`config.mk`:
```
export PLATFORM = sky130hd
export DESIGN_NAME = dmem_arbiter
export DESIGN_NICKNAME = d
export VERILOG_FILES = /design/src/rtl/dmem_arbiter.sv
export SDC_FILE = /design/constraint.sdc
export NUM_CORES = 1
export LEC_CHECK = 0
export BUFFER_PORTS_ARGS = -buffer_cell sky130_fd_sc_hd__buf_2
export CORE_AREA = 2 2 86 88
export CTS_BUF_LIST = sky130_fd_sc_hd__clkbuf_4 sky130_fd_sc_hd__clkbuf_8 sky130_fd_sc_hd__clkbuf_16
export CTS_CLUSTER_DIAMETER = 80
export DETAILED_ROUTE_END_ITERATION = 8
export DIE_AREA = 0 0 88 90
export GPL_TIMING_DRIVEN = 0
export PLACE_DENSITY = 0.88
export RECOVER_POWER = 50
export REMOVE_ABC_BUFFERS = 1
export SYNTH_ARGS = -nofsm -noshare
export SYNTH_HDL_FRONTEND = slang
export SYNTH_SLANG_ARGS = --single-unit
```
`constraint.sdc`:
```
create_clock -name clk -period 3.1 [get_ports clk]
set_input_delay 0.93 -clock clk [delete_from_list [all_inputs] [get_ports clk]]
set_output_delay 0.93 -clock clk [all_outputs]
set_load 0.05 [all_outputs]
```
`src/rtl/dmem_arbiter.sv`:
```
// Two-port round-robin arbiter and access sequencer for the 64 x 16 data memory.
// Optional out-of-range guard enabled by defining DMEM_ADDR_CHK_EN.
module dmem_arbiter #(
    parameter int AW    = 16,
    parameter int DW    = 16,
    parameter int DEPTH = 64
) (
    input  logic          clk,
    input  logic          rst,
    input  logic          a_req,
    input  logic          a_we,
    input  logic [AW-1:0] a_addr,
    input  logic [DW-1:0] a_wdata,
    output logic          a_ack,
    output logic [DW-1:0] a_rdata,
    input  logic          b_req,
    input  logic          b_we,
    input  logic [AW-1:0] b_addr,
    input  logic [DW-1:0] b_wdata,
    output logic          b_ack,
    output logic [DW-1:0] b_rdata,
    output logic [AW-1:0] mem_addr,
    output logic [DW-1:0] mem_din,
    output logic          mem_wea,
    input  logic [DW-1:0] mem_dout,
    output logic          busy,
    output logic          err
);

    typedef enum logic [1:0] {
        IDLE,
        SETUP,
        ACCESS,
        RESP
    } state_t;

`ifdef DMEM_ADDR_CHK_EN
    localparam logic CHK_EN = 1'b1;
`else
    localparam logic CHK_EN = 1'b0;
`endif

    localparam logic [AW:0] DEPTH_W = DEPTH[AW:0];

    state_t        state_q, state_d;
    logic          last_b_q, last_b_d;   // 1 when port B holds the most recent grant
    logic          win_b_q, win_b_d;
    logic          we_q, we_d;
    logic          oor_q, oor_d;
    logic [AW-1:0] mem_addr_q, mem_addr_d;
    logic [DW-1:0] mem_din_q, mem_din_d;
    logic          mem_wea_q, mem_wea_d;
    logic          a_ack_q, a_ack_d;
    logic          b_ack_q, b_ack_d;
    logic [DW-1:0] a_rdata_q, a_rdata_d;
    logic [DW-1:0] b_rdata_q, b_rdata_d;
    logic          err_q, err_d;
    logic          busy_q, busy_d;

    logic          sel_b;
    logic          sel_we;
    logic [AW-1:0] sel_addr;
    logic [DW-1:0] sel_wdata;
    logic          sel_oor;
    logic [DW-1:0] rd_value;

    // Tie goes to whichever port did not win last time.
    assign sel_b     = b_req & (~a_req | ~last_b_q);
    assign sel_we    = sel_b ? b_we    : a_we;
    assign sel_addr  = sel_b ? b_addr  : a_addr;
    assign sel_wdata = sel_b ? b_wdata : a_wdata;
    assign sel_oor   = CHK_EN & ({1'b0, sel_addr} >= DEPTH_W);
    assign rd_value  = oor_q ? '0 : mem_dout;

    always_comb begin
        state_d    = state_q;
        last_b_d   = last_b_q;
        win_b_d    = win_b_q;
        we_d       = we_q;
        oor_d      = oor_q;
        mem_addr_d = mem_addr_q;
        mem_din_d  = mem_din_q;
        mem_wea_d  = 1'b0;
        a_ack_d    = 1'b0;
        b_ack_d    = 1'b0;
        a_rdata_d  = a_rdata_q;
        b_rdata_d  = b_rdata_q;
        err_d      = 1'b0;

        case (state_q)
            IDLE: begin
                if (a_req | b_req) begin
                    win_b_d    = sel_b;
                    we_d       = sel_we;
                    oor_d      = sel_oor;
                    mem_addr_d = sel_addr;
                    mem_din_d  = sel_wdata;
                    state_d    = SETUP;
                end
            end
            SETUP: begin
                // Address and data have settled for a full cycle; write strobe follows.
                mem_wea_d = we_q & ~oor_q;
                state_d   = ACCESS;
            end
            ACCESS: begin
                if (!we_q) begin
                    if (win_b_q) begin
                        b_rdata_d = rd_value;
                    end else begin
                        a_rdata_d = rd_value;
                    end
                end
                a_ack_d = ~win_b_q;
                b_ack_d = win_b_q;
                err_d   = oor_q;
                state_d = RESP;
            end
            RESP: begin
                last_b_d = win_b_q;
                state_d  = IDLE;
            end
            default: begin
                state_d = IDLE;
            end
        endcase

        busy_d = (state_d != IDLE);
    end

    always_ff @(posedge clk) begin
        if (rst) begin
            state_q    <= IDLE;
            last_b_q   <= 1'b1;
            win_b_q    <= 1'b0;
            we_q       <= 1'b0;
            oor_q      <= 1'b0;
            mem_addr_q <= '0;
            mem_din_q  <= '0;
            mem_wea_q  <= 1'b0;
            a_ack_q    <= 1'b0;
            b_ack_q    <= 1'b0;
            a_rdata_q  <= '0;
            b_rdata_q  <= '0;
            err_q      <= 1'b0;
            busy_q     <= 1'b0;
        end else begin
            state_q    <= state_d;
            last_b_q   <= last_b_d;
            win_b_q    <= win_b_d;
            we_q       <= we_d;
            oor_q      <= oor_d;
            mem_addr_q <= mem_addr_d;
            mem_din_q  <= mem_din_d;
            mem_wea_q  <= mem_wea_d;
            a_ack_q    <= a_ack_d;
            b_ack_q    <= b_ack_d;
            a_rdata_q  <= a_rdata_d;
            b_rdata_q  <= b_rdata_d;
            err_q      <= err_d;
            busy_q     <= busy_d;
        end
    end

    assign mem_addr = mem_addr_q;
    assign mem_din  = mem_din_q;
    assign mem_wea  = mem_wea_q;
    assign a_ack    = a_ack_q;
    assign b_ack    = b_ack_q;
    assign a_rdata  = a_rdata_q;
    assign b_rdata  = b_rdata_q;
    assign err      = err_q;
    assign busy     = busy_q;

endmodule

```
Word level (Yosys, flattened, before mapping)

Index checks and enable logic that the tools add are counted.

Flip-flop bits (word level): 73
Input bits: 86
Output and inout port bits: 69
Logic and storage cells: 36

Equal/unequal tests: 3
Muxes and demuxes: 5
Bitwise logic cells: 9
Reductions and logical operators: 7

Operators with widths:

| kind               | number |
|---|---|
| $mux 16            | 2 |
| $pmux 2 s4         | 1 |
| $not 1->1          | 6 |
| $reduce_and 3->1   | 2 |
| $eq 2x2->1 const B | 2 |
| $reduce_or 2->1    | 2 |
| $eq 2x1->1 const B | 1 |
| $logic_not 2->1    | 1 |
| $mux 2             | 1 |
| $or 1x1->1         | 2 |
| $reduce_and 2->1   | 1 |
| $reduce_bool 2->1  | 1 |
| $and 1x1->1        | 1 |
| $mux 1             | 1 |

Depth between registers and ports, before layout

Gate-level depths: netlist (run 1).

Depth after elaboration: 4
Depth in mapped cells: 7
Depth with buffers taken out: 5

Least setup slack after synthesis (run 1)

OpenSTA, ideal clock, no wires.

Path kind: in2reg
Start: input b_req
End: register busy_q (netlist: busy)
Setup time: 137 ps
Arrival time: 1,608 ps
Data required time: 2,963 ps
Setup slack: 1,355 ps
Cell stages on the path: 3
Buffers on the path: 0
Path through: or4b_1 o21ai_0 a21oi_1

Cells in the longest elaborated chain, start to end: 4

Ends and longest elaborated chain:

| element              | line | text |
|---|---|---|
| start, declared      | 16   | `input logic b_req,` |
| $or 1x1->1           | 92   | `if (a_req \| b_req) begin` |
| $mux 2               | 92   |  |
| $pmux 2 s4           | 90   | `case (state_q)` |
| $reduce_bool 2->1    | 128  | `busy_d = (state_d != IDLE);` |
| end signal, assigned | 161  | `busy_q <= busy_d;` |
| end, declared        | 58   | `logic busy_q, busy_d;` |

No other way between the ends.
A chain may end at the register's enable or synchronous reset.

Final worst setup path (run 1)

Start: input rst
End: register b_ack_q (netlist: b_ack)

Cells in the longest elaborated chain, start to end: 1

Ends and longest elaborated chain:

| element                   | line | text |
|---|---|---|
| start, declared           | 9    | `input logic rst,` |
| $reduce_or 2->1 (no line) | -    |  |
| end signal, assigned      | 157  | `b_ack_q <= b_ack_d;` |
| end, declared             | 54   | `logic b_ack_q, b_ack_d;` |

No other way between the ends.

==> results of run 1 <==
## cell type report
type,count,share of cell area
clock inverters,7,0.0198
flip-flops and latches,73,0.367
clock buffers,9,0.0311
repair buffers,153,0.183
multi-input cells,255,0.365
well taps,99,0.0311
inverters,3,0.00283
## cell usage in the layout (no fill, tap or decap), drive strengths merged
master	count
a211o	1
a211oi	33
a21bo	1
a21boi	1
a21oi	66
a22oi	1
and3b	2
buf	121
bufinv	1
clkbuf	41
clkinv	4
conb	1
dfxtp	73
ha	5
inv	5
nand2	98
nand3b	1
nor2	37
nor2b	1
nor3b	2
o21a	1
o21ai	2
or3b	1
or4b	1
## routing by layer
metal / global-route usage / part of all wire / wire, um / vias up
met3: 0.0275 / 0.040 / 328 / 23
met2: 0.375 / 0.53 / 4330 / 101
met5: 0 / 0 / 0 / -
met1: 0.219 / 0.40 / 3240 / 1405
met4: 0.104 / 0.029 / 235 / 0
li1: - / - / - / 1479
## through the flow
stage                     setup slack [ps]  area [um^2]  power [mW]   util
after floorplan                       1050         2920        2.75      -
after global placement                 475         3810        3.16  0.542
after detailed placement               377         3810        3.23  0.543
after CTS                              760         4010        3.99  0.572
after global routing                   704         3980        4.16  0.567
final                                  807         3980        3.93  0.567
## worst paths after layout
path / endpoint / slack, ps / cells after the start
setup reg to reg: mem_din[5] / 1220 / 5
hold / removal: b_rdata[15] / 460 / 2
setup / recovery: b_ack / 810 / 2
hold reg to reg: b_rdata[15] / 460 / 2
## sequential cells by signal, summed over array words and instances (netlist names)
signal and count:
mem_din 16, b_rdata 16, we_q 1, mem_addr 16, win_b_q 1, last_b_q 1, a_rdata 16, state_q 2
mem_wea 1, busy 1, b_ack 1, a_ack 1
## kinds of logic after synthesis
logic type | synth area share
compound gates | 0.257
fa+ha+maj | 0.0202
buf+inv | 0.0610
flops | 0.472
other cells | 0.00121
simple gates | 0.188
## power groups by stage
stage | registers (mW) | clock network [mW] | logic (mW)
finish | 1.30 | 0.759 | 1.88
global route | 1.33 | 0.814 | 2.01
CTS | 1.29 | 0.781 | 1.91
detailed placement | 1.31 | 0 | 1.92
global placement | 1.30 | 0 | 1.87
floorplan | 2.02 | 0 | 0.728
==> PnR_summary.wiki, run 1 <==
{| class="wikitable"
! Metric !! Value
|-
| Result of the run || finished with violations
|-
| Failing checks || capacitance limit, slew limit
|-
| Htree depth || 3
|-
| Final period demand of the worst path || 2290 ps
|-
| Max IR drop VDD || 0.000589 V
|-
| Standard cell core area || 7020 um^2
|-
| Synth top area cells || sky130_fd_sc_hd__dfxtp_1, sky130_fd_sc_hd__a211oi_2, sky130_fd_sc_hd__nand2_1
|-
| Vias in the first global route || approximately 2.9k
|-
| Unrepaired setup endpoints after global routing || false
|-
| Die Height || 90 um
|-
| Async set-reset flop share out of synthesis || 0
|-
| Combinational Power Share || 0.477
|-
| Mean instance size in the synthesized netlist || approximately 8.6 um^2
|-
| Gate count of the mapped netlist || 360
|-
| # diodes || 0
|-
| Leakage power summed over all cells || 1.74 nW
|-
| Total clock buffers created by CTS || 9
|-
| Non-filler cells, final || 599
|-
| Number of unique standard cell types used by synthesis || 29
|-
| Fraction of post-synthesis cell area in the top cell type by area || 0.472
|-
| WP data arrival || 2530 ps
|-
| Data required time at the worst endpoint || between 3000 and 4000 ps
|-
| Root Driver || sky130_fd_sc_hd__clkbuf_8
|-
| GR Overflow Total || 0
|-
| Final hold violation count || 0
|-
| Number of flops mapped to enable cells by yosys || 0
|-
| WL final || about 8.1 mm
|-
| Primary flip-flop cell chosen by synthesis mapping || sky130_fd_sc_hd__dfxtp_1
|-
| Die span in x || between 80 and 90 um
|-
| Critical path class || input port to flip-flop
|-
| Number of maximum-capacitance violations || 1
|-
| Series of cell instances along the critical path || clkbuf_2 -> and3b_1
|-
| Reported net switching power || 1.91 mW
|-
| Flip-flop and latch count after synthesis || 73
|-
| Global-route wire length before repair || 13.0 mm
|-
| Area of the mapped netlist || 3100 um^2
|-
| Sequential element share of the synthesized area || 0.472
|-
| Post-CTS repair timing setup buffer count || 0
|-
| Critical Path Slowest Stage Cell || sky130_fd_sc_hd__clkbuf_2
|-
| Quantity of hold-fixing buffers added after cts || 0
|-
| Post-CTS resize count || 0
|-
| Via density per instance || 5.02
|-
| Buf/Inv on CP || 1
|-
| Remaining max-slew budget at the tightest pin || -0.201
|-
| Cells after DPL || 583
|-
| Register share of total power || 0.330
|-
| Maximum clock skew at final layout || 12.5 ps
|-
| Path type of the worst min-delay path || flip-flop to flip-flop
|-
| Initial DRT Pass Iterations || 4
|-
| Leading cell types by count after synthesis || sky130_fd_sc_hd__nand2_1, sky130_fd_sc_hd__dfxtp_1, sky130_fd_sc_hd__a21oi_1
|-
| I/O pin cnt || 155
|-
| Post-Route Setup TNS || 0 ps
|-
| Hold path startpoint || b_rdata[15]
|-
| Number of DRC markers in iteration 0 || 116
|-
| DRC errors left || 0
|-
| Crit path launch type || input port
|-
| Area growth from synthesis to layout || 28.5%
|-
| Vias || about 3k
|-
| Internal Pwr Total || 2.03 mW
|-
| Source-to-sink clock delay at the later pin of the worst-skew pair || 350 ps
|-
| Initial antenna violation count || 0
|-
| Ratio of final minimum period to clock period || 0.740
|-
| Fillers || 647
|-
| Max Clk Rate || between 0.4 and 0.5 GHz
|-
| Crit. Startpoint || rst
|-
| Final net count || 586
|-
| Maximum clock path buffer count || 2
|-
| Worst path max stage delay || 1270 ps
|-
| Final HPWL DP || 5.54 mm
|-
| Global Route Usage Sum || 0.204
|-
| Final number of max-transition violations || 74
|-
| Power density over cell area || 988 nW/um^2
|-
| Area leader, netlist || sky130_fd_sc_hd__dfxtp_1
|-
| Per-cell routed wire length || about 14 um
|-
| Launching point of the worst reg2reg path || state_q[0]
|-
| Sort of element at the end of the critical path || flip-flop
|-
| Gate family responsible for the most delay along the worst path || buffers and inverters
|-
| Most common cell in the synthesized netlist || sky130_fd_sc_hd__nand2_1
|-
| Overall die area || 7920 um^2
|-
| Largest fanout of any net on the critical path || 73
|-
| Area of combinational cells with multiple inputs || 1450 um^2
|-
| Share of layout cells above drive strength 1 || 0.344
|-
| Final setup violation count || 0
|-
| Count of yosys warnings during synthesis || 0
|-
| Fin Hold WS || 457 ps
|-
| Transition time at the pin with the least slew margin || 1800 ps
|-
| Count of buffers from port buffering || 153
|-
| Final antenna-violating net count || 0
|-
| Last weighted congestion value of the routability-driven placer || around 0.78
|-
| Num rows || 31
|-
| Switching power share of the total || 0.485
|-
| Clock Pin Slew Worst Setup and Hold Paths || about 70 ps
|-
| Pin count of the biggest net entering global routing || 74
|-
| Clock tree from TritonCTS || built
|-
| Clock network fraction of total power || 0.193
|-
| Effective utilization at floorplan || 0.441
|-
| Number of sinks handled by clock tree synthesis || 73
|-
| Area used by sequential logic in the layout || 1460 um^2
|}
No activity file was read; power rests on OpenSTA's default activity.
==> run 2: changes to the inputs <==
- ABC_AREA: unset -> 1
- CORE_AREA: 2 2 86 88 -> 2 2 91 93
- DIE_AREA: 0 0 88 90 -> 0 0 93 95
- PLACE_DENSITY: 0.88 -> 0.85
- clock period: 3.1 -> 2.1 ns (I/O delays scaled with it)
==> PnR_summary.wiki, run 2 <==
{| class="wikitable"
! Metric !! Value
|-
| Initial DRT Pass Iterations || 4 (unchanged)
|-
| Commonest cells after routing, fill and taps aside || sky130_fd_sc_hd__nor2_1, sky130_fd_sc_hd__nand2_1, sky130_fd_sc_hd__buf_2
|-
| Register-to-register path setup slack || 240 ps (-980 ps)
|-
| Number of maximum-capacitance violations || 0 (-1)
|-
| Leading cell types by count after synthesis || sky130_fd_sc_hd__nor2_1, sky130_fd_sc_hd__nand2_1, sky130_fd_sc_hd__dfxtp_1
|-
| Number of DRC markers in iteration 0 || 126 (+8.6%)
|-
| # diodes || 0 (unchanged)
|-
| Non-filler cells, final || 714 (+19%)
|-
| Number of sinks handled by clock tree synthesis || 73 (unchanged)
|-
| Clock tree from TritonCTS || built
|-
| Sort of element at the end of the critical path || flip-flop
|-
| Max IR drop VDD || 0.000602 V (+2.2%)
|-
| Count of yosys warnings during synthesis || 0 (unchanged)
|-
| End-of-flow core utilization || 0.521 (-0.0456)
|-
| Synth top area cells || sky130_fd_sc_hd__dfxtp_1, sky130_fd_sc_hd__nor2_1, sky130_fd_sc_hd__nand2_1
|-
| Clock Pin Slew Worst Setup and Hold Paths || 80 ps (about the same)
|-
| WL final || 7.97 mm (-1.9%)
|-
| Pin count of the biggest net entering global routing || 53 (-28%)
|-
| Flip-flop and latch count after synthesis || 73 (unchanged)
|-
| Last weighted congestion value of the routability-driven placer || 0.767 (-1.6%)
|-
| Unrepaired setup endpoints after global routing || false
|-
| Effective utilization at floorplan || 0.405 (-0.0358)
|-
| WP data arrival || 2080 ps (-450 ps)
|-
| Vias in the first global route || 3014 (+4.6%)
|-
| Result of the run || finished, final reports clean
|-
| I/O pin cnt || 155 (unchanged)
|-
| Ratio of final minimum period to clock period || 0.884
|-
| Count of buffers from port buffering || 153 (unchanged)
|-
| Cells after DPL || 697 (+20%)
|-
| Area of the mapped netlist || 3210 um^2 (+3.8%)
|-
| Largest fanout of any net on the critical path || 33 (-55%)
|-
| Fin Hold WS || 465 ps (+7.64 ps)
|-
| Primary flip-flop cell chosen by synthesis mapping || sky130_fd_sc_hd__dfxtp_1
|-
| Standard cell core area || 7930 um^2 (+13%)
|-
| Final number of max-transition violations || 0 (-100%)
|-
| Transition time at the pin with the least slew margin || 786 ps (-1020 ps)
|-
| Initial antenna violation count || 0 (unchanged)
|-
| Total clock buffers created by CTS || 9 (unchanged)
|-
| Gate count of the mapped netlist || 464 (+29%)
|-
| Summed area of non-filler cells in the final layout || 4130 um^2 (+3.8%)
|-
| Final hold violation count || 0 (unchanged)
|-
| Area leader, netlist || sky130_fd_sc_hd__dfxtp_1
|-
| Path type of the worst min-delay path || flip-flop to flip-flop
|-
| Num rows || 33 (+6.5%)
|-
| Source-to-sink clock delay at the later pin of the worst-skew pair || 330 ps (-20 ps)
|-
| DRC errors left || 0 (unchanged)
|-
| Capturing point of the worst reg2reg path || mem_din[14]
|-
| Fraction of post-synthesis cell area in the top cell type by area || 0.455 (-0.0171)
|-
| Crit. Startpoint || state_q[0]
|-
| Most common cell in the synthesized netlist || sky130_fd_sc_hd__nor2_1
|-
| Share of layout cells above drive strength 1 || 0.218 (-0.126)
|-
| Final period demand of the worst path || 1860 ps
|-
| Maximum clock path buffer count || 2 (unchanged)
|-
| Power density over cell area || 1420 nW/um^2 (+43%)
|-
| Leakage power summed over all cells || 2.04 nW (+17%)
|-
| Area growth from synthesis to layout || 28.6% (about the same)
|-
| Global Route Usage Sum || 0.184 (-0.0196)
|-
| Data required time at the worst endpoint || 2330 ps (-1000 ps)
|-
| GR Overflow Total || 0 (unchanged)
|-
| Placed cell areas || 3950 um^2 (+3.6%)
|-
| Final setup violation count || 0 (unchanged)
|-
| Per-cell routed wire length || 11.2 um (-18%)
|-
| Quantity of hold-fixing buffers added after cts || 0 (unchanged)
|-
| Worst r2r path cells || 7 (+2)
|-
| Die Height || 95 um (+5.6%)
|-
| Root Driver || sky130_fd_sc_hd__clkbuf_8
|-
| Critical path class || flip-flop to flip-flop
|-
| Leading cell type in the layout, fill and taps excluded || sky130_fd_sc_hd__nor2_1
|-
| Capturing element of the worst setup path || mem_din[14]
|-
| Die span in x || 93 um (+5.7%)
|-
| Htree depth || 3 (unchanged)
|-
| Final HPWL DP || 5.55 mm (+0.28%)
|-
| Overall die area || 8840 um^2 (+12%)
|-
| Post-CTS repair timing setup buffer count || 0 (unchanged)
|-
| Final net count || 695 (+19%)
|-
| Remaining max-slew budget at the tightest pin || 0.475 (+0.676)
|-
| Number of flops mapped to enable cells by yosys || 0 (unchanged)
|-
| Sequential element share of the synthesized area || 0.455 (-0.0171)
|-
| Maximum clock skew at final layout || 9.42 ps (-3.10 ps)
|-
| Global-route wire length before repair || 13.2 mm (+1.8%)
|-
| Vias || 3295 (+9.5%)
|-
| Final antenna-violating net count || 0 (unchanged)
|-
| Crit path launch type || flip-flop
|-
| Number of unique standard cell types used by synthesis || 22 (-24%)
|-
| Launching point of the worst reg2reg path || state_q[0]
|-
| Async set-reset flop share out of synthesis || 0 (unchanged)
|-
| Mean instance size in the synthesized netlist || 6.92 um^2 (-19%)
|-
| Max Clk Rate || 0.539 GHz
|-
| Via density per instance || 4.61 (-8.1%)
|}
==> run 2: cell types whose count changed after synthesis, sizes merged, moves of 7 or more <==
cell    delta
a211oi    -33
a21oi     -49
inv       +41
nand2      +7
nor2      +96
o21ai     +50
==> run 2: worst min-delay path by stage <==
stage                            from           to  depth (start not counted)
after floorplan                  we_q      mem_wea                          2
after global placement    a_rdata[14]  a_rdata[14]                          2
after detailed placement         we_q      mem_wea                          2
after CTS                  a_rdata[7]   a_rdata[7]                          2
after global routing       a_rdata[9]   a_rdata[9]                          2
final                      a_rdata[4]   a_rdata[4]                          2
==> run 2: cells by family (layout without fill, tap and decap cells) <==
group / count (synthesis) / in the layout / synth area share
DFF: 73 / 73 / 0.455
AOI/OAI and AO/OA: 71 / 71 / 0.112
other: 1 / 1 / 0.00117
buffers and inverters: 70 / 214 / 0.108
and+or+nand+nor: 244 / 245 / 0.304
adders and majority gates: 5 / 5 / 0.0195
==> run 2: metrics by stage <==
step / power [mW] / setup TNS, ps / setup slack, ps
after detailed placement: 4.58 / -5500 / -241
after global placement: 4.51 / -17450 / -576
after CTS: 5.99 / 0 / 195
after floorplan: 3.93 / 0 / 6.58
after global routing: 6.23 / 0 / 7.97
final: 5.85 / 0 / 244
==> run 2: per-layer routing <==
metal	routed length, um	vias to the layer above	global-route usage
met1	3480	1438	0.212
met5	0	-	0
met2	3670	148	0.332
met3	735	10	0.0527
li1	-	1699	-
met4	87	0	0.0539
==> run 2: power by group <==
| group | leakage (nW) | internal [mW] | switching [mW] |
|---|---|---|---|
| Sequential | 0.598 | 1.73 | 0.178 |
| Clock | 0.127 | 0.828 | 0.526 |
| Combinational | 1.32 | 0.558 | 2.03 |
| Total | 2.04 | 3.12 | 2.73 |
==> run 2: area by class of cell <==
type / count / area [um^2]
repair buffers: 154 / 714
multi-input cells: 322 / 1410
clock buffers: 10 / 138
clock inverters: 6 / 113
fillers: 799 / 3800
inverters: 44 / 165
flip-flops and latches: 73 / 1460
well taps: 105 / 131
==> run 2: repair_timing <==
| item | in CTS | in global routing |
|---|---|---|
| endpoints found under the hold margin | 0 | 0 |
| endpoints found under the setup margin | 33 | 0 |
| gates resized for setup | 1 | 0 |
==> run 2: critical path: stages (launching register included) <==
cell,delay [ps]
sky130_fd_sc_hd__dfxtp_1,340
sky130_fd_sc_hd__inv_1,120
sky130_fd_sc_hd__ha_1,210
sky130_fd_sc_hd__inv_1,140
sky130_fd_sc_hd__nor2_4,600
sky130_fd_sc_hd__nand2_1,140
sky130_fd_sc_hd__nor2_1,150
sky130_fd_sc_hd__nor2_2,40
==> run 3: changes to the inputs <==
==> constraint.sdc (replaced) <==
create_clock -name clk -period 2.1 [get_ports clk]
set_input_delay 0.105 -clock clk [delete_from_list [all_inputs] [get_ports clk]]
set_output_delay 0.105 -clock clk [all_outputs]
set_load 0.05 [all_outputs]
==> PnR_summary.wiki, run 3 (same netlist as run 2, synthesis figures left out) <==
{| class="wikitable"
! Metric !! Value
|-
| Result of the run || finished, final reports clean
|-
| # diodes || 0 (unchanged)
|-
| Per-cell routed wire length || 11.2 um (about the same)
|-
| Initial antenna violation count || 0 (unchanged)
|-
| Final antenna-violating net count || 0 (unchanged)
|-
| Final HPWL DP || 5.55 mm (unchanged)
|-
| Max Clk Rate || 0.539 GHz (about the same)
|-
| Global-route wire length before repair || 13.2 mm (unchanged)
|-
| Transition time at the pin with the least slew margin || 788 ps (+1.82 ps)
|-
| Final setup violation count || 0 (unchanged)
|-
| Buf/Inv on CP || 2 (unchanged)
|-
| Die Height || 95 um (unchanged)
|-
| Last weighted congestion value of the routability-driven placer || 0.767 (unchanged)
|-
| Effective utilization at floorplan || 0.405 (unchanged)
|-
| Hold path startpoint || mem_dout[4]
|-
| Launching point of the worst reg2reg path || state_q[0]
|-
| WP data arrival || 2090 ps (about the same)
|-
| Area growth from synthesis to layout || 28.6% (about the same)
|-
| Total clock buffers created by CTS || 9 (unchanged)
|-
| Die span in x || 93 um (unchanged)
|-
| Critical Path Slowest Stage Cell || sky130_fd_sc_hd__nor2_4
|-
| Overall die area || 8840 um^2 (unchanged)
|-
| Path type of the worst min-delay path || input port to flip-flop
|-
| Worst path max stage delay || 600 ps (about the same)
|-
| Power density over cell area || 1420 nW/um^2 (about the same)
|-
| Via density per instance || 4.67 (+1.2%)
|-
| Leading cell type in the layout, fill and taps excluded || sky130_fd_sc_hd__nor2_1
|-
| Fin Hold WS || 24.8 ps (-440 ps)
|-
| Quantity of hold-fixing buffers added after cts || 0 (unchanged)
|-
| Number of sinks handled by clock tree synthesis || 73 (unchanged)
|-
| Htree depth || 3 (unchanged)
|-
| Unrepaired setup endpoints after global routing || false
|-
| Hold Path Stages || 3 (+1)
|-
| Overall power consumption || 5.86 mW (about the same)
|-
| Global Route Usage Sum || 0.184 (unchanged)
|-
| Gate family responsible for the most delay along the worst path || simple AND/OR/NAND/NOR gates
|-
| Post-CTS resize count || 1 (unchanged)
|-
| Maximum clock path buffer count || 2 (unchanged)
|-
| Count of buffers from port buffering || 153 (unchanged)
|-
| Final net count || 695 (unchanged)
|-
| Cell repeated most along the worst path || sky130_fd_sc_hd__inv_1
|-
| Initial DRT Pass Iterations || 4 (unchanged)
|-
| Worst r2r path cells || 7 (unchanged)
|-
| Maximum clock skew at final layout || 9.72 ps (+0.293 ps)
|-
| Hold endpoint || a_rdata[4]
|-
| Capturing point of the worst reg2reg path || mem_din[14]
|-
| Num rows || 33 (unchanged)
|-
| Final period demand of the worst path || 1860 ps (+1.35 ps)
|-
| Clock Pin Slew Worst Setup and Hold Paths || 80 ps (about the same)
|-
| Number of maximum-capacitance violations || 0 (unchanged)
|-
| DRC errors left || 0 (unchanged)
|-
| Crit path launch type || flip-flop
|-
| Leakage power summed over all cells || 2.01 nW (-1.7%)
|-
| Final number of max-transition violations || 0 (unchanged)
|-
| Clock tree from TritonCTS || built
|-
| Max IR drop VDD || 0.000602 V (about the same)
|-
| Source-to-sink clock delay at the later pin of the worst-skew pair || 330 ps (about the same)
|-
| Vias || 3334 (+1.2%)
|-
| Number of DRC markers in iteration 0 || 130 (+3.2%)
|-
| GR Overflow Total || 0 (unchanged)
|-
| I/O pin cnt || 155 (unchanged)
|-
| Root Driver || sky130_fd_sc_hd__clkbuf_8
|-
| End-of-flow core utilization || 0.521 (about the same)
|-
| Post-Route Setup TNS || 0 ps (unchanged)
|-
| Register-to-register path setup slack || 240 ps (about the same)
|-
| Remaining max-slew budget at the tightest pin || 0.474 (-0.00122)
|-
| Data required time at the worst endpoint || 2330 ps (about the same)
|-
| Critical path class || flip-flop to flip-flop
|-
| Series of cell instances along the critical path || inv_1 -> ha_1 -> inv_1 -> nor2_4 -> nand2_1 -> nor2_1 -> nor2_2
|-
| Final hold violation count || 0 (unchanged)
|-
| WL final || 7.96 mm (about the same)
|-
| Sort of element at the end of the critical path || flip-flop
|-
| Share of layout cells above drive strength 1 || 0.207 (-0.0115)
|-
| Ratio of final minimum period to clock period || 0.884 (about the same)
|-
| Post-CTS repair timing setup buffer count || 0 (unchanged)
|-
| Vias in the first global route || 3014 (unchanged)
|-
| Standard cell core area || 7930 um^2 (unchanged)
|-
| Commonest cells after routing, fill and taps aside || sky130_fd_sc_hd__nor2_1, sky130_fd_sc_hd__nand2_1, sky130_fd_sc_hd__buf_2
|-
| Pin count of the biggest net entering global routing || 53 (unchanged)
|-
| Largest fanout of any net on the critical path || 33 (unchanged)
|}
==> run 3: changes by cell type in the layout (fill, tap and decap cells not counted), sizes merged <==
cell	before	now
clkbuf	68	75
buf	96	89
==> run 3: worst max path at each step <==
stage	end	startpoint	cells after the start
floorplan	mem_addr[0]	state_q[0]	7
global placement	mem_din[14]	last_b_q	6
detailed placement	mem_din[14]	state_q[0]	7
CTS	mem_din[14]	state_q[0]	7
global route	mem_din[12]	state_q[0]	7
finish	mem_din[14]	state_q[0]	7
==> run 3: worst register-to-register path, cell delays in order, from the launching register on <==
cell and delay [ps]:
sky130_fd_sc_hd__dfxtp_1 340, sky130_fd_sc_hd__inv_1 120, sky130_fd_sc_hd__ha_1 210, sky130_fd_sc_hd__inv_1 140, sky130_fd_sc_hd__nor2_4 600, sky130_fd_sc_hd__nand2_1 150
sky130_fd_sc_hd__nor2_1 150, sky130_fd_sc_hd__nor2_2 40
==> run 3: layout make-up <==
cell class | instances | area, um^2
clock inverters | 6 | 113
clock buffers | 10 | 138
inverters | 44 | 165
multi-input cells | 322 | 1420
fillers | 802 | 3800
flip-flops and latches | 73 | 1460
well taps | 105 | 131
repair buffers | 154 | 704
==> run 3: per-layer routing <==
layer  GRT usage  up-vias  part of all wire
li1            -     1701                 -
met1       0.212     1465              0.43
met2       0.332      158              0.46
met3      0.0527       10             0.097
met4      0.0539        0             0.011
met5           0        -                 0
==> run 3: power by group <==
part           switching (mW)  internal (mW)  total (mW)
Clock                   0.525          0.828        1.35
Combinational            2.04          0.555        2.59
Sequential              0.179           1.73        1.91
Total                    2.74           3.12        5.86
==> run 3: stage by stage <==
stage / setup slack, ps / std cells / cell area (um^2)
6_report: 243 / 714 / 4130
3_3_place_gp: -142 / 696 / 3930
2_1_floorplan: 323 / 438 / 3030
5_1_grt: 7.97 / 714 / 4130
4_1_cts: 195 / 714 / 4210
3_5_place_dp: -190 / 697 / 3950
